### config.mk
export PLATFORM = sky130hd
export DESIGN_NAME = proj001_seq_driver
export DESIGN_NICKNAME = d
export VERILOG_FILES = /design/src/rtl/proj001_pkg.sv /design/src/rtl/proj001_seq_timer.sv /design/src/rtl/proj001_seq_driver.sv
export SDC_FILE = /design/constraint.sdc
export NUM_CORES = 1
export LEC_CHECK = 0
export CAP_MARGIN = 30
export CORE_ASPECT_RATIO = 2
export CORE_UTILIZATION = 45
export DETAILED_ROUTE_END_ITERATION = 16
export GPL_TIMING_DRIVEN = 0
export PLACE_DENSITY = 0.74
export SLEW_MARGIN = 20
export SYNTH_ARGS = -nofsm -noshare
export SYNTH_HDL_FRONTEND = slang
export SYNTH_SLANG_ARGS = --single-unit
### constraint.sdc
create_clock -name clock -period 1.8 [get_ports clock]
set_input_delay 0.27 -clock clock [delete_from_list [all_inputs] [get_ports clock]]
set_output_delay 0.27 -clock clock [all_outputs]
set_load 0.03 [all_outputs]
### src/rtl/proj001_pkg.sv
// proj001_pkg
// Shared definitions for the proj001 calculator interface: default operand and
// result widths, the operation codes understood by the proj001 controller, the
// sequencer state encoding and a small width helper.
// Ports: none (package).
package proj001_pkg;

    localparam int DW_DEF = 4;
    localparam int RW_DEF = DW_DEF + 1;

    typedef enum logic [1:0] {
        OP_ADD = 2'd0,
        OP_SUB = 2'd1,
        OP_MAX = 2'd2,
        OP_MIN = 2'd3
    } op_code_t;

    typedef enum logic [2:0] {
        S_IDLE = 3'd0,
        S_LOAD = 3'd1,
        S_GAP  = 3'd2,
        S_WAIT = 3'd3,
        S_RESP = 3'd4
    } seq_state_t;

    // Counter width that stays >= 1 bit even for a range of one.
    function automatic int cnt_width(input int n);
        return (n > 1) ? $clog2(n) : 1;
    endfunction

endpackage

### src/rtl/proj001_seq_timer.sv
// proj001_seq_timer
// Loadable down-counter with a terminal-count flag. Used by the sequencer both
// for capture-pulse spacing and for the response timeout.
// Ports:
//   clock     in   rising-edge clock
//   rst       in   synchronous active-high reset (count -> 0)
//   load      in   load load_val this cycle (has priority over en)
//   en        in   decrement while nonzero
//   load_val  in   W-bit reload value
//   tc        out  terminal count, high while the count is zero
module proj001_seq_timer #(
    parameter int W = 3
) (
    input  logic         clock,
    input  logic         rst,
    input  logic         load,
    input  logic         en,
    input  logic [W-1:0] load_val,
    output logic         tc
);

    logic [W-1:0] count;

    always_ff @(posedge clock) begin
        if (rst) begin
            count <= '0;
        end else if (load) begin
            count <= load_val;
        end else if (en && (count != '0)) begin
            count <= count - W'(1);
        end
    end

    assign tc = (count == '0);

endmodule

### src/rtl/proj001_seq_driver.sv
// proj001_seq_driver
// Initiator side of the proj001 calculator interface. Accepts a request of one
// op plus NUM_OPS packed operands, strobes the operands out one per capture
// pulse (CAP_GAP idle cycles apart), waits for the calculator's valid and
// returns the result, or a timeout flag if no valid arrives within TIMEOUT
// cycles. All outputs are registered.
// Ports:
//   clock, rst              clock and synchronous active-high reset
//   req_valid/req_ready     request handshake
//   req_op, req_data        op code and operands (operand 0 in the LSBs, sent first)
//   d_in, op, capture       operand, op and one-cycle capture strobe to proj001
//   valid, result           proj001 result qualifier and value
//   rsp_valid/rsp_ready     response handshake
//   rsp_result, rsp_timeout latched result (0 on timeout) and timeout flag
//
// state  | meaning
// -------+--------------------------------------------------------------
// IDLE   | req_ready high, waiting for a request
// LOAD   | capture pulse with d_in = operand[idx]
// GAP    | CAP_GAP idle cycles between capture pulses, d_in held
// WAIT   | waiting for valid, timeout timer running
// RESP   | response presented until rsp_ready
module proj001_seq_driver
    import proj001_pkg::*;
#(
    parameter int DW      = DW_DEF,
    parameter int RW      = RW_DEF,
    parameter int NUM_OPS = 4,
    parameter int CAP_GAP = 1,
    parameter int TIMEOUT = 64
) (
    input  logic                  clock,
    input  logic                  rst,
    input  logic                  req_valid,
    output logic                  req_ready,
    input  logic [1:0]            req_op,
    input  logic [DW*NUM_OPS-1:0] req_data,
    output logic [DW-1:0]         d_in,
    output logic [1:0]            op,
    output logic                  capture,
    input  logic                  valid,
    input  logic [RW-1:0]         result,
    output logic                  rsp_valid,
    input  logic                  rsp_ready,
    output logic [RW-1:0]         rsp_result,
    output logic                  rsp_timeout
);

    localparam int IW = cnt_width(NUM_OPS);
    localparam int GW = 3;
    localparam int TW = cnt_width(TIMEOUT);

    localparam logic [IW-1:0] LAST_IDX = IW'(NUM_OPS - 1);
    localparam logic [GW-1:0] GAP_LOAD = GW'((CAP_GAP > 0) ? CAP_GAP - 1 : 0);
    localparam logic [TW-1:0] TMO_LOAD = TW'(TIMEOUT - 1);

    seq_state_t    state, next_state;
    logic [DW-1:0] shadow [NUM_OPS];
    logic [IW-1:0] idx;
    logic [IW-1:0] sel_idx;
    logic [DW-1:0] next_operand;
    logic          gap_load, gap_tc;
    logic          tmo_load, tmo_tc;

    always_comb begin
        next_state = state;
        case (state)
            S_IDLE: if (req_valid) next_state = S_LOAD;
            S_LOAD: begin
                if (idx == LAST_IDX)  next_state = S_WAIT;
                else if (CAP_GAP > 0) next_state = S_GAP;
                else                  next_state = S_LOAD;
            end
            S_GAP:  if (gap_tc) next_state = S_LOAD;
            // valid takes priority over an expiring timer in the same cycle
            S_WAIT: if (valid || tmo_tc) next_state = S_RESP;
            S_RESP: if (rsp_ready) next_state = S_IDLE;
            default: next_state = S_IDLE;
        endcase
    end

    // idx is only advanced when leaving LOAD, so a back-to-back LOAD needs
    // idx+1 while a GAP->LOAD already sees the advanced index.
    always_comb begin
        sel_idx      = (state == S_LOAD) ? idx + IW'(1) : idx;
        next_operand = shadow[sel_idx];
    end

    assign gap_load = (state == S_LOAD) && (next_state == S_GAP);
    assign tmo_load = (state == S_LOAD) && (next_state == S_WAIT);

    proj001_seq_timer #(.W(GW)) u_gap_timer (
        .clock    (clock),
        .rst      (rst),
        .load     (gap_load),
        .en       (state == S_GAP),
        .load_val (GAP_LOAD),
        .tc       (gap_tc)
    );

    proj001_seq_timer #(.W(TW)) u_tmo_timer (
        .clock    (clock),
        .rst      (rst),
        .load     (tmo_load),
        .en       (state == S_WAIT),
        .load_val (TMO_LOAD),
        .tc       (tmo_tc)
    );

    always_ff @(posedge clock) begin
        if (rst) begin
            state       <= S_IDLE;
            idx         <= '0;
            for (int i = 0; i < NUM_OPS; i++) shadow[i] <= '0;
            req_ready   <= 1'b1;
            d_in        <= '0;
            op          <= '0;
            capture     <= 1'b0;
            rsp_valid   <= 1'b0;
            rsp_result  <= '0;
            rsp_timeout <= 1'b0;
        end else begin
            state     <= next_state;
            // Strobes follow the state they belong to, so they line up with it.
            req_ready <= (next_state == S_IDLE);
            capture   <= (next_state == S_LOAD);
            rsp_valid <= (next_state == S_RESP);
            case (state)
                S_IDLE: begin
                    if (req_valid) begin
                        for (int i = 0; i < NUM_OPS; i++) shadow[i] <= req_data[i*DW +: DW];
                        op   <= req_op;
                        idx  <= '0;
                        d_in <= req_data[DW-1:0];
                    end
                end
                S_LOAD: begin
                    if (idx != LAST_IDX) begin
                        idx <= idx + IW'(1);
                        if (CAP_GAP == 0) d_in <= next_operand;
                    end
                end
                S_GAP: begin
                    if (gap_tc) d_in <= next_operand;
                end
                S_WAIT: begin
                    if (valid) begin
                        rsp_result  <= result;
                        rsp_timeout <= 1'b0;
                    end else if (tmo_tc) begin
                        rsp_result  <= '0;
                        rsp_timeout <= 1'b1;
                    end
                end
                default: ;
            endcase
        end
    end

endmodule
# Word-level counts from Yosys, hierarchy flattened
# Memory sizes are Yosys's and may differ from the RTL's.
# Index checks and enable logic that the tools add are counted.
classes:
  mul: 0
  reduce_logical: 20
  eq_ne: 13
  shift: 0
  order_cmp: 0
  add_sub_neg: 3
  n_mux: 29
  div: 0
  bitwise: 4
op_table:
  columns: ["cell", "n"]
  rows:
  - ["4-bit two-way mux", 6]
  - ["3-bit case mux with 5 select lines", 1]
  - ["3-bit by 2-bit == test with 1-bit output (second input constant)", 4]
  - ["3-bit two-way mux", 4]
  - ["6-bit two-way mux", 2]
  - ["5-bit two-way mux", 2]
  - ["3-bit logical NOT", 3]
  - ["1-bit two-way mux", 9]
  - ["4-bit case mux with 2 select lines", 1]
  - ["2-bit nonzero test", 4]
  - ["3-bit by 1-bit == test with 1-bit output (second input constant)", 2]
  - ["3-bit == test (second input constant)", 2]
  - ["6-bit logical NOT", 1]
  - ["2-bit two-way mux", 3]
  - ["2-bit != test (second input constant)", 3]
  - ["3-bit AND reduction", 2]
  - ["6-bit nonzero test", 1]
  - ["6-bit by 1-bit subtractor with 6-bit output (second input constant)", 1]
  - ["1-bit logical AND", 4]
  - ["1-bit OR", 4]
  - ["2-bit case mux with 2 select lines", 1]
  - ["2-bit AND reduction", 2]
  - ["3-bit nonzero test", 1]
  - ["3-bit by 1-bit subtractor with 3-bit output (second input constant)", 1]
  - ["5 further kinds", 5]
word_totals:
  mem_bits_rw: 16
  mem_bits_ro: 0
  memories: 1
  latch_bits: 0
  register_bits: 29
mem_list:
  columns: ["name", "depth", "width", "rd", "rd_clocked_by_memory_dff", "wr", "line_no", "rtl"]
  rows:
  - ["shadow", 4, 4, 1, 0, 4, "proj001_seq_driver.sv:58", "logic [DW-1:0] shadow [NUM_OPS];"]

# Logic depth before layout (Yosys ltp)
# Gate-level depths: netlist (run 1).
depth:
  depth_word: 7
  depth_mapped: 8
  depth_no_buf: 6

# By module
# A second synthesis (run 1) with hierarchy kept.
hier_totals:
  hier_cells: 221
  area_unflattened_um2: 2263.4
by_module_without_submodules:
  columns: ["module", "seq_area_each_um2", "n_inst", "area_each_um2", "cells_each"]
  rows:
  - ["proj001_seq_driver", 880.8, 1, 1709.1, 158]
  - ["proj001_seq_timer (u_tmo_timer)", 120.1, 1, 371.6, 42]
  - ["proj001_seq_timer (u_gap_timer)", 60.1, 1, 182.7, 21]

# Worst setup path after synthesis (run 1)
# Ideal clock, no wire load.
synth_timing:
  path_kind: "flip-flop to flip-flop"
  start: "reg state[2]"
  end: "reg d_in[1]"
  stages_incl_launch_ff: 7
  required_time_ps: 1673
  synth_period_minus_slack_ps: 1929
  setup_slack_ps: -129
  arrival_ps: 1801
  setup_ps: 127
  cell_sequence: "dfxtp_1 > buf_4 > nor3b_4 > ha_1 > buf_1 > mux4_1 > o2bb2ai_1"
synth_via:
  elab_chain_cells: 5
synth_lines:
  columns: ["item", "line_no", "rtl"]
  rows:
  - ["start, declared", "proj001_seq_driver.sv:57", "seq_state_t state, next_state;"]
  - ["start signal, assigned", "proj001_seq_driver.sv:123", "state <= next_state;"]
  - ["3-bit by 1-bit == test with 1-bit output", "proj001_seq_driver.sv:85", "sel_idx = (state == S_LOAD) ? idx + IW'(1) : idx;"]
  - ["2-bit two-way mux", "proj001_seq_driver.sv:85", null]
  - ["memory read 4 x 4 bit", null, null]
  - ["4-bit two-way mux", "proj001_seq_driver.sv:144", "if (gap_tc) d_in <= next_operand;"]
  - ["4-bit case mux with 2 select lines", "proj001_seq_driver.sv:128", "case (state)"]
  - ["end signal, assigned", "proj001_seq_driver.sv:134", "d_in <= req_data[DW-1:0];"]
  - ["end signal, assigned", "proj001_seq_driver.sv:140", "if (CAP_GAP == 0) d_in <= next_operand;"]
  - ["end signal, assigned", "proj001_seq_driver.sv:144", null]
  - ["end, declared", "proj001_seq_driver.sv:38", "output logic [DW-1:0] d_in,"]
# Several ways; a longest one is shown, not always the timed one. The select of a mux whose other input is x is not followed.
# A chain may end at the register's enable or synchronous reset.

# Worst setup path in the final report (run 1)
layout_timing:
  start: "reg state[2]"
  end: "reg d_in[2]"
# Same word-level chain as after synthesis.

==> results of run 1 <==
## per-stage QoR
step | util, % | total power [mW] | std cells | TNS [ps]
4_1_cts | 61.99 | 2.204 | 296 | -20.59
6_report | 62.31 | 2.184 | 295 | 0
3_5_place_dp | 58.74 | 1.489 | 284 | -12350
3_3_place_gp | 58.74 | 1.483 | 284 | -11960
5_1_grt | 62.31 | 2.280 | 295 | -51.29
2_1_floorplan | - | 1.351 | 188 | -100.5
## cell usage after synthesis (2+ instances only)
master	number	area, um^2
xor2_1	2	17.52
inv_1	7	26.28
a21oi_1	16	80.08
a221oi_1	2	17.52
a21o_1	2	15.01
nand2_1	7	26.28
o2bb2ai_1	3	26.28
a31oi_1	2	12.51
edfxtp_1	16	480.5
clkbuf_1	4	15.01
buf_1	2	7.510
xnor2_1	2	17.52
o21ai_0	5	25.02
and3b_1	2	17.52
mux4_1	3	78.83
dfxtp_1	29	580.6
mux2i_1	6	60.06
and2_1	16	100.1
nand3b_1	2	15.01
nor2_1	14	52.55
and3_1	2	12.51
nor2b_1	2	12.51
mux2_2	2	22.52
nand2b_1	4	25.02
o2111ai_1	2	17.52
a22oi_1	3	22.52
ha_1	6	75.07
nor3_1	5	25.02
## registers in the layout (all words and copies together), names as in the netlist
| register | count |
|---|---|
| rsp_valid | 1 |
| u_gap_timer.count | 3 |
| rsp_result | 5 |
| u_tmo_timer.count | 6 |
| op | 2 |
| rsp_timeout | 1 |
| d_in | 4 |
| state | 3 |
| capture | 1 |
| idx | 2 |
| req_ready | 1 |
| shadow | 16 |
## logic make-up (layout without fill, tap and decap cells)
kind of cell | Yosys count | after routing | share of synthesized area (%)
fa+ha+maj | 6 | 6 | 3.621
xor+xnor | 4 | 4 | 1.690
simple gates | 64 | 64 | 18.77
flops | 45 | 45 | 51.18
mux | 11 | 11 | 7.785
buf+inv | 16 | 69 | 3.500
compound gates | 42 | 42 | 13.46
## repair_timing
| action | CTS | global route |
|---|---|---|
| setup buffers | 5 | 0 |
| endpoints found under the setup margin | 35 | 10 |
| resized for setup | 9 | 7 |
| pin swaps | 4 | 2 |
## power breakdown
group / internal [mW] / switching [mW] / total, mW
registers: 1.12 / 0.0272 / 1.14
clock network: 0.356 / 0.336 / 0.693
logic: 0.187 / 0.162 / 0.349
total: 1.66 / 0.526 / 2.18
## worst max path at each step
stage | start | end | slack, ps | depth (start not counted)
5_1_grt | state[0]$_SDFF_PP0_ | d_in[2]$_SDFFE_PP0P_ | -50 | 7
2_1_floorplan | state[2]$_SDFF_PP0_ | d_in[2]$_SDFFE_PP0P_ | -30 | 8
4_1_cts | state[0]$_SDFF_PP0_ | d_in[2]$_SDFFE_PP0P_ | -20 | 8
3_5_place_dp | req_valid | shadow[1][1]$_SDFFCE_PN0P_ | -420 | 5
6_report | state[2]$_SDFF_PP0_ | d_in[2]$_SDFFE_PP0P_ | 50 | 7
3_3_place_gp | req_valid | shadow[1][0]$_SDFFCE_PN0P_ | -390 | 5
## layout make-up
cell class | instances | area [um^2]
Fill cell | 372 | 1652
Sequential cell | 45 | 1067
Multi-Input combinational cell | 127 | 972.2
Timing Repair Buffer | 47 | 457.9
Clock buffer | 7 | 97.59
Tap cell | 54 | 67.56
Buffer | 7 | 36.28
Inverter | 7 | 26.28
Clock inverter | 1 | 5.005
## worst max-delay path, stage by stage, from the launching register on
cell	delay, ps
dfxtp_2	380
nor3b_4	230
ha_1	270
buf_6	140
mux2_4	290
nand4b_1	90
o31a_1	160
a221oi_2	50
## per-layer routing
metal,track usage [%],wire (um),vias to the layer above
met3,4.050,157,5
met5,0,0,-
met4,6.374,65,0
met1,20.12,1530,767
li1,-,-,783
met2,39.08,2577,44
==> run summary, run 1 <==
The run finished with clean final reports. Along the worst hold path, the cell count comes to 2. The final routed wire length divided by cell count came out at 14.68 um. Before antenna repair, the detailed router went through 4 iterations. The placer's final routability congestion estimate is 0.7901. STA classifies the critical path startpoint as a register. The share of final-layout standard cells stronger than drive strength 1 came out at 12.86%. The number of pins exceeding their max-slew limit in the final report came out at 0. The number of synthesized flops with an enable pin is 16. For this run, design rule violations remaining after detail routing come to 0.

The synthesized netlist contains 48 unique library cells. The initial antenna violation count is 0. For hold timing, the worst endpoint is d_in[2]$_SDFFE_PP0P_. In the layout the commonest cells are 42 x clkdlybuf4s50_1, 26 x dfxtp_1, 16 x and2_1, 16 x edfxtp_1, 15 x a21oi_1. The leakage power is 1.020 nW. The number of nets in the synthesized netlist is 222. Global routing used 20.15% of the available tracks. The sink count of the clock tree is 45. The worst slack at placement came out at -415.1 ps. The minimum clock period came out at 1749 ps. After layout, the worst path uses 97.16% of the clock period. The required arrival time at the worst endpoint came out at 1970 ps. Pin placement for this block handled 43 I/O pins. The placed cell area came out at 0.002574 mm^2. The worst hold path belongs to the class reg -> reg.

The total number of vias is 1,599. In this run the critical register-to-register path is launched from state[2]$_SDFF_PP0_. In this run the tightest slew margin relative to its limit is 60.02%. The via density per instance came out at 5.420.

The internal reg-to-reg setup slack came out at 50 ps. The number of hold buffers added after CTS was 0. Input and output buffers added on the ports amount to 42. TritonCTS built the clock tree. The category of the most critical setup path is reg -> reg. The maximum buffer depth of the clock tree is 2. The highest clock rate came out at 571.8 MHz. The async set or reset register ratio after synthesis came out at 0%. The wire length of the first global-routing pass is 7507 um. The total of warnings raised by yosys is 0.

The count of nets left with antenna violations after detail routing is 0. The total number of H-tree levels came out at 2. The path depth of the worst reg2reg path is 7.

The post-synthesis sequential area ratio came out at 51.18%. The via count of the first global-routing pass was 1,624. The flip-flop and latch count after synthesis came out at 45. Data arrives at the worst endpoint at 1920 ps.

The height of the die came out at 97.99 um. Among all flip-flop cells after synthesis, the most frequent one is dfxtp_1. The worst setup path is captured at a register. The area overhead of the layout relative to synthesis came out at 31.68%. VDD sags by at most 699.3 uV. The count of inserted antenna diode cells is 0.

The die covers 0.004899 mm^2. The core region is 0.004382 mm^2. The cell sitting at the root of the clock tree is a clkbuf_8. The smallest setup slack after layout came out at 51.07 ps.

The cell area after technology mapping came out at 0.002073 mm^2. The die is 50.00 um wide. The power per unit of standard cell area came out at 800.0 mW/mm^2.

Entering global routing, the biggest net connects 17 pins. The worst hold margin came out at 465.1 ps. The count of maximum capacitance violations came out at 0. Setup violations remaining at the end of the flow were counted as 0.

The transition time at the pin with the least slew margin is 595.2 ps. The final-report hold violation count is 0. The placed wire-length estimate after detailed placement is 3187 um. The average cell area after synthesis is 11.03 um^2. After clock tree synthesis, the clock-pin slew on the worst setup and hold paths is 90 ps. The count of mapped cells out of synthesis is 188.

The total non-filler cell area in the finished layout is 0.002730 mm^2. The number of clock buffers inserted by TritonCTS came out at 5. The floorplan row count came out at 34. The total overflow reported by the global router is 0.

The clock latency on the worst-skew pair is 300 ps. The detailed router finished its first iteration with 30 violations. The startpoint identified for the worst hold timing path is d_in[2]$_SDFFE_PP0P_. The critical-path maximum fanout came out at 8. The final layout contains routed wiring with a total length of 4330 um. On the final layout, the worst clock skew is 13.53 ps.

The endpoint identified for the worst register-to-register timing path is d_in[2]$_SDFFE_PP0P_. After the last flow step, the layout net total stands at 274. The library cell used most frequently in the layout, excluding fill and tap cells, is clkdlybuf4s50_1. For this configuration, the core starts out at a cell density of 47.32%.

Setup repair after global routing could not meet its margin everywhere.
No activity file was read; power rests on OpenSTA's default activity.
==> run 2: changes to the inputs <==
--- a/config.mk
+++ b/config.mk
@@ -5,12 +5,13 @@
 export SDC_FILE = /design/constraint.sdc
 export NUM_CORES = 1
 export LEC_CHECK = 0
+export ABC_AREA = 1
 export CAP_MARGIN = 30
 export CORE_ASPECT_RATIO = 2
-export CORE_UTILIZATION = 45
+export CORE_UTILIZATION = 47
 export DETAILED_ROUTE_END_ITERATION = 16
+export DONT_BUFFER_PORTS = 1
 export GPL_TIMING_DRIVEN = 0
-export PLACE_DENSITY = 0.74
 export SLEW_MARGIN = 20
 export SYNTH_ARGS = -nofsm -noshare
 export SYNTH_HDL_FRONTEND = slang
==> run summary, run 2 <==
The required arrival time at the worst endpoint came out at 2020 ps (was 1970 ps). The critical-path maximum fanout came out at 16 (was 8). The number of flip-flops under the largest register name was 16 (unchanged). The transition time at the pin with the least slew margin came out at 470.1 ps (was 595.2 ps). The most common flop cell mapped by yosys is dfxtp_1 (unchanged). The power per unit of standard cell area is 944.8 mW/mm^2 (was 800.0 mW/mm^2). The leakage power was 1.115 nW (was 1.020 nW). The die area is 0.005007 mm^2 (was 0.004899 mm^2). The worst hold-check path type is in -> reg (was reg -> reg). The starting density of the core is 48.63% (was 47.32%). The worst slack at placement is -440.5 ps (was -415.1 ps). The maximum buffer depth of the clock tree is 2 (unchanged). The post-CTS setup repair buffer count is 0 (was 5). The launch point of the worst hold path is req_op[0] (was d_in[2]$_SDFFE_PP0P_). The number of synthesized flops with an enable pin is 16 (unchanged). The flip-flop and latch count after synthesis is 45 (unchanged). The worst ir drop on vdd is 603.1 uV (was 699.3 uV). The total number of H-tree levels came to 2 (unchanged). The detailed-route DRC error count is 0 (unchanged). The top-level port count is 43 (unchanged). The number of stages on the worst hold path came out at 2 (unchanged). The number of pins exceeding their max-slew limit in the final report came out at 0 (unchanged). The via density per instance was 5.049 (was 5.420).

The normalized max-slew margin came out at 68.33% (was 60.02%). The placer's final routability congestion estimate came out at 0.7220 (was 0.7901). The final routed wire length divided by cell count was 13.54 um (was 14.68 um). The number of nets in the layout is 325 (was 274). The worst hold margin came to 114.2 ps (was 465.1 ps). The sink count of the clock tree was 45 (unchanged). The most area-hungry cell type in the Yosys netlist is dfxtp_1 (unchanged). Result of the run: finished, final reports clean (unchanged). The minimum clock period is 1675 ps (was 1749 ps). The count of mapped cells out of synthesis was 286 (was 188).

RSZ-0062 raised after global routing: no (was yes). The horizontal die dimension came out at 50.54 um (was 50.00 um). The number of nets in the synthesized netlist is 320 (was 222).

The TritonCTS clock tree is built (unchanged). The largest net degree at the start of global routing is 17 (unchanged). The total number of vias is 1,752 (was 1,599).

The startpoint type of the worst setup path was a register (unchanged). The unique cell type count in the Yosys netlist is 26 (was 48). The wire length of the first global-routing pass came out at 7728 um (was 7507 um).

The total of warnings raised by yosys came to 0 (unchanged). The total overflow reported by the global router is 0 (unchanged). The total global routing track utilization came out at 20.77% (was 20.15%).

The smallest setup slack after layout is 125.4 ps (was 51.07 ps). The clock latency on the worst-skew pair is 290 ps (was 300 ps). Top library cells by usage in the layout, fill and taps aside: 54 x nand2_1, 51 x inv_1, 36 x nor2_1, 26 x dfxtp_1, 24 x nand3_1 (was 42 x clkdlybuf4s50_1, 26 x dfxtp_1, 16 x and2_1, 16 x edfxtp_1, 15 x a21oi_1). Synth top area cells: dfxtp_1 26%, edfxtp_1 22%, nand2_1 9.3%, inv_1 8.6%, nor2_1 6.1% (was dfxtp_1 28%, edfxtp_1 23%, and2_1 4.8%, a21oi_1 3.9%, mux4_1 3.8%).

The floorplan row count came out at 35 (was 34). The number of port buffers came out at 0 (was 42). The area of the placeable core came out at 0.004554 mm^2 (was 0.004382 mm^2). The post-synthesis sequential area ratio is 47.91% (was 51.18%). The final-report hold violation count came out at 0 (unchanged). The via count of the first global-routing pass came out at 1,778 (was 1,624). The initial antenna violation count is 0 (unchanged). The arrival time at the worst endpoint came to 1890 ps (was 1920 ps). The count of maximum capacitance violations came out at 0 (unchanged).

The most flop-heavy register was shadow (unchanged). The sink of the worst hold path is op[0]$_SDFFE_PP0P_ (was d_in[2]$_SDFFE_PP0P_). The cell area after technology mapping is 0.002215 mm^2 (was 0.002073 mm^2). The placed wire-length estimate after detailed placement is 3693 um (was 3187 um).

The count of endpoints failing setup in the final report came out at 0 (unchanged). The initial DRC count came to 27 (was 30). The clock transition time at the flip-flop clock pins of the worst setup and hold paths came out at 80 ps (was 90 ps).

The proportion of netlist area held by the largest area contributor came out at 26.21% (was 28.00%). The area overhead of the layout relative to synthesis came to 8.814% (was 31.68%). The highest clock rate is 597.1 MHz (was 571.8 MHz). The height of the die is 99.08 um (was 97.99 um). The most instantiated library cell after synthesis was nand2_1 (was dfxtp_1). The source of the worst register-to-register timing path is state[1]$_SDFF_PP0_ (was state[2]$_SDFF_PP0_).

The ratio of final minimum period to clock period came out at 93.04% (was 97.16%). The count of inserted antenna diode cells came out at 0 (unchanged). Top cells by instance count after synthesis: 55 x nand2_1, 51 x inv_1, 36 x nor2_1 (was 29 x dfxtp_1, 16 x a21oi_1, 16 x and2_1, 16 x edfxtp_1, 14 x nor2_1). The async set or reset register ratio after synthesis is 0% (unchanged). The count of nets left with antenna violations after detail routing came out at 0 (unchanged). Registers with the highest flip-flop counts: shadow: 16 flops, u_tmo_timer.count: 6 flops, rsp_result: 5 flops (unchanged).

The setup clock skew after layout is 6.066 ps (was 13.53 ps). The root buffer cell is clkbuf_8 (unchanged). The share of final-layout standard cells stronger than drive strength 1 is 8.562% (was 12.86%). The capturing element type of the critical path is a register (unchanged). The final wirelength is 4697 um (was 4330 um).

The number of clock buffers inserted by TritonCTS came out at 5 (unchanged). The most common cell after layout, fill and taps aside is nand2_1 (was clkdlybuf4s50_1). The category of the most critical setup path is reg -> reg (unchanged). The path depth of the worst reg2reg path is 9 (was 7). The average cell area after synthesis is 7.743 um^2 (was 11.03 um^2). The endpoint of the most critical register-to-register path is d_in[0]$_SDFFE_PP0P_ (was d_in[2]$_SDFFE_PP0P_). The internal reg-to-reg setup slack was 130 ps (was 50 ps).

The first-pass detailed-route iteration total came out at 4 (unchanged).
==> run 2: logic make-up after synthesis <==
logic type | Yosys count | share of synthesized area [%]
AND/OR/NAND/NOR | 134 | 27.29
buffers and inverters | 60 | 10.96
flip-flops | 45 | 47.91
AO/OA/AOI/OAI | 40 | 10.06
adder cells (fa/ha/maj) | 6 | 3.390
XOR/XNOR | 1 | 0.3956
==> run 2: worst max-delay path, stage by stage, from the launching register on <==
cell     delay [ps]
dfxtp_2         390
inv_1           110
nand3_2         120
inv_1            90
ha_4            370
nand2_1          70
o21a_1          120
nand3_1         110
nand3_1          80
a21oi_1         150
==> run 2: layer usage <==
layer / GRT usage (%) / share of wire, %
met2: 42.77 / 58
met3: 3.704 / 3.5
met5: 0 / 0
met4: 8.333 / 1.7
met1: 18.14 / 37
==> run 2: metrics by stage <==
| stage | setup TNS (ps) | std cells | cell area [um^2] | total power [mW] | utilization (%) |
|---|---|---|---|---|---|
| after global placement | -1732 | 341 | 2286 | 1.552 | 50.19 |
| after global routing | 0 | 347 | 2410 | 2.382 | 52.91 |
| after floorplan | 0 | 286 | 2217 | 1.471 | - |
| after CTS | 0 | 348 | 2414 | 2.314 | 52.99 |
| final | 0 | 347 | 2410 | 2.277 | 52.91 |
| after detailed placement | -2181 | 341 | 2286 | 1.558 | 50.19 |
==> run 2: worst max-delay path by stage <==
| stage | from | endpoint | cells after the start |
|---|---|---|---|
| after floorplan | state[2]$_SDFF_PP0_ | d_in[2]$_SDFFE_PP0P_ | 11 |
| after CTS | state[0]$_SDFF_PP0_ | d_in[0]$_SDFFE_PP0P_ | 8 |
| after detailed placement | state[2]$_SDFF_PP0_ | d_in[2]$_SDFFE_PP0P_ | 11 |
| after global placement | state[2]$_SDFF_PP0_ | d_in[2]$_SDFFE_PP0P_ | 11 |
| final | state[1]$_SDFF_PP0_ | d_in[0]$_SDFFE_PP0P_ | 9 |
| after global routing | state[1]$_SDFF_PP0_ | d_in[0]$_SDFFE_PP0P_ | 9 |
==> run 2: layout make-up <==
cell class,count,area [um^2]
clock inverter,2,33.78
fill,477,2145
buffer,6,38.79
sequential,45,1067
multi-input combinational,181,930.9
tap,55,68.82
inverter,52,197.7
clock buffer,6,72.57
==> run 2: report_power, final <==
group          internal, mW  switching (mW)  total, mW
clock network         0.410           0.335      0.745
registers              1.13          0.0801       1.21
logic                 0.119           0.207      0.326
==> run 2: repair_timing <==
action / 4_1_cts / 5_1_grt
setup endpoints to repair: 20 / 4
gates cloned: 0 / 0
gates resized for setup: 7 / 2
hold buffers: 0 / 0
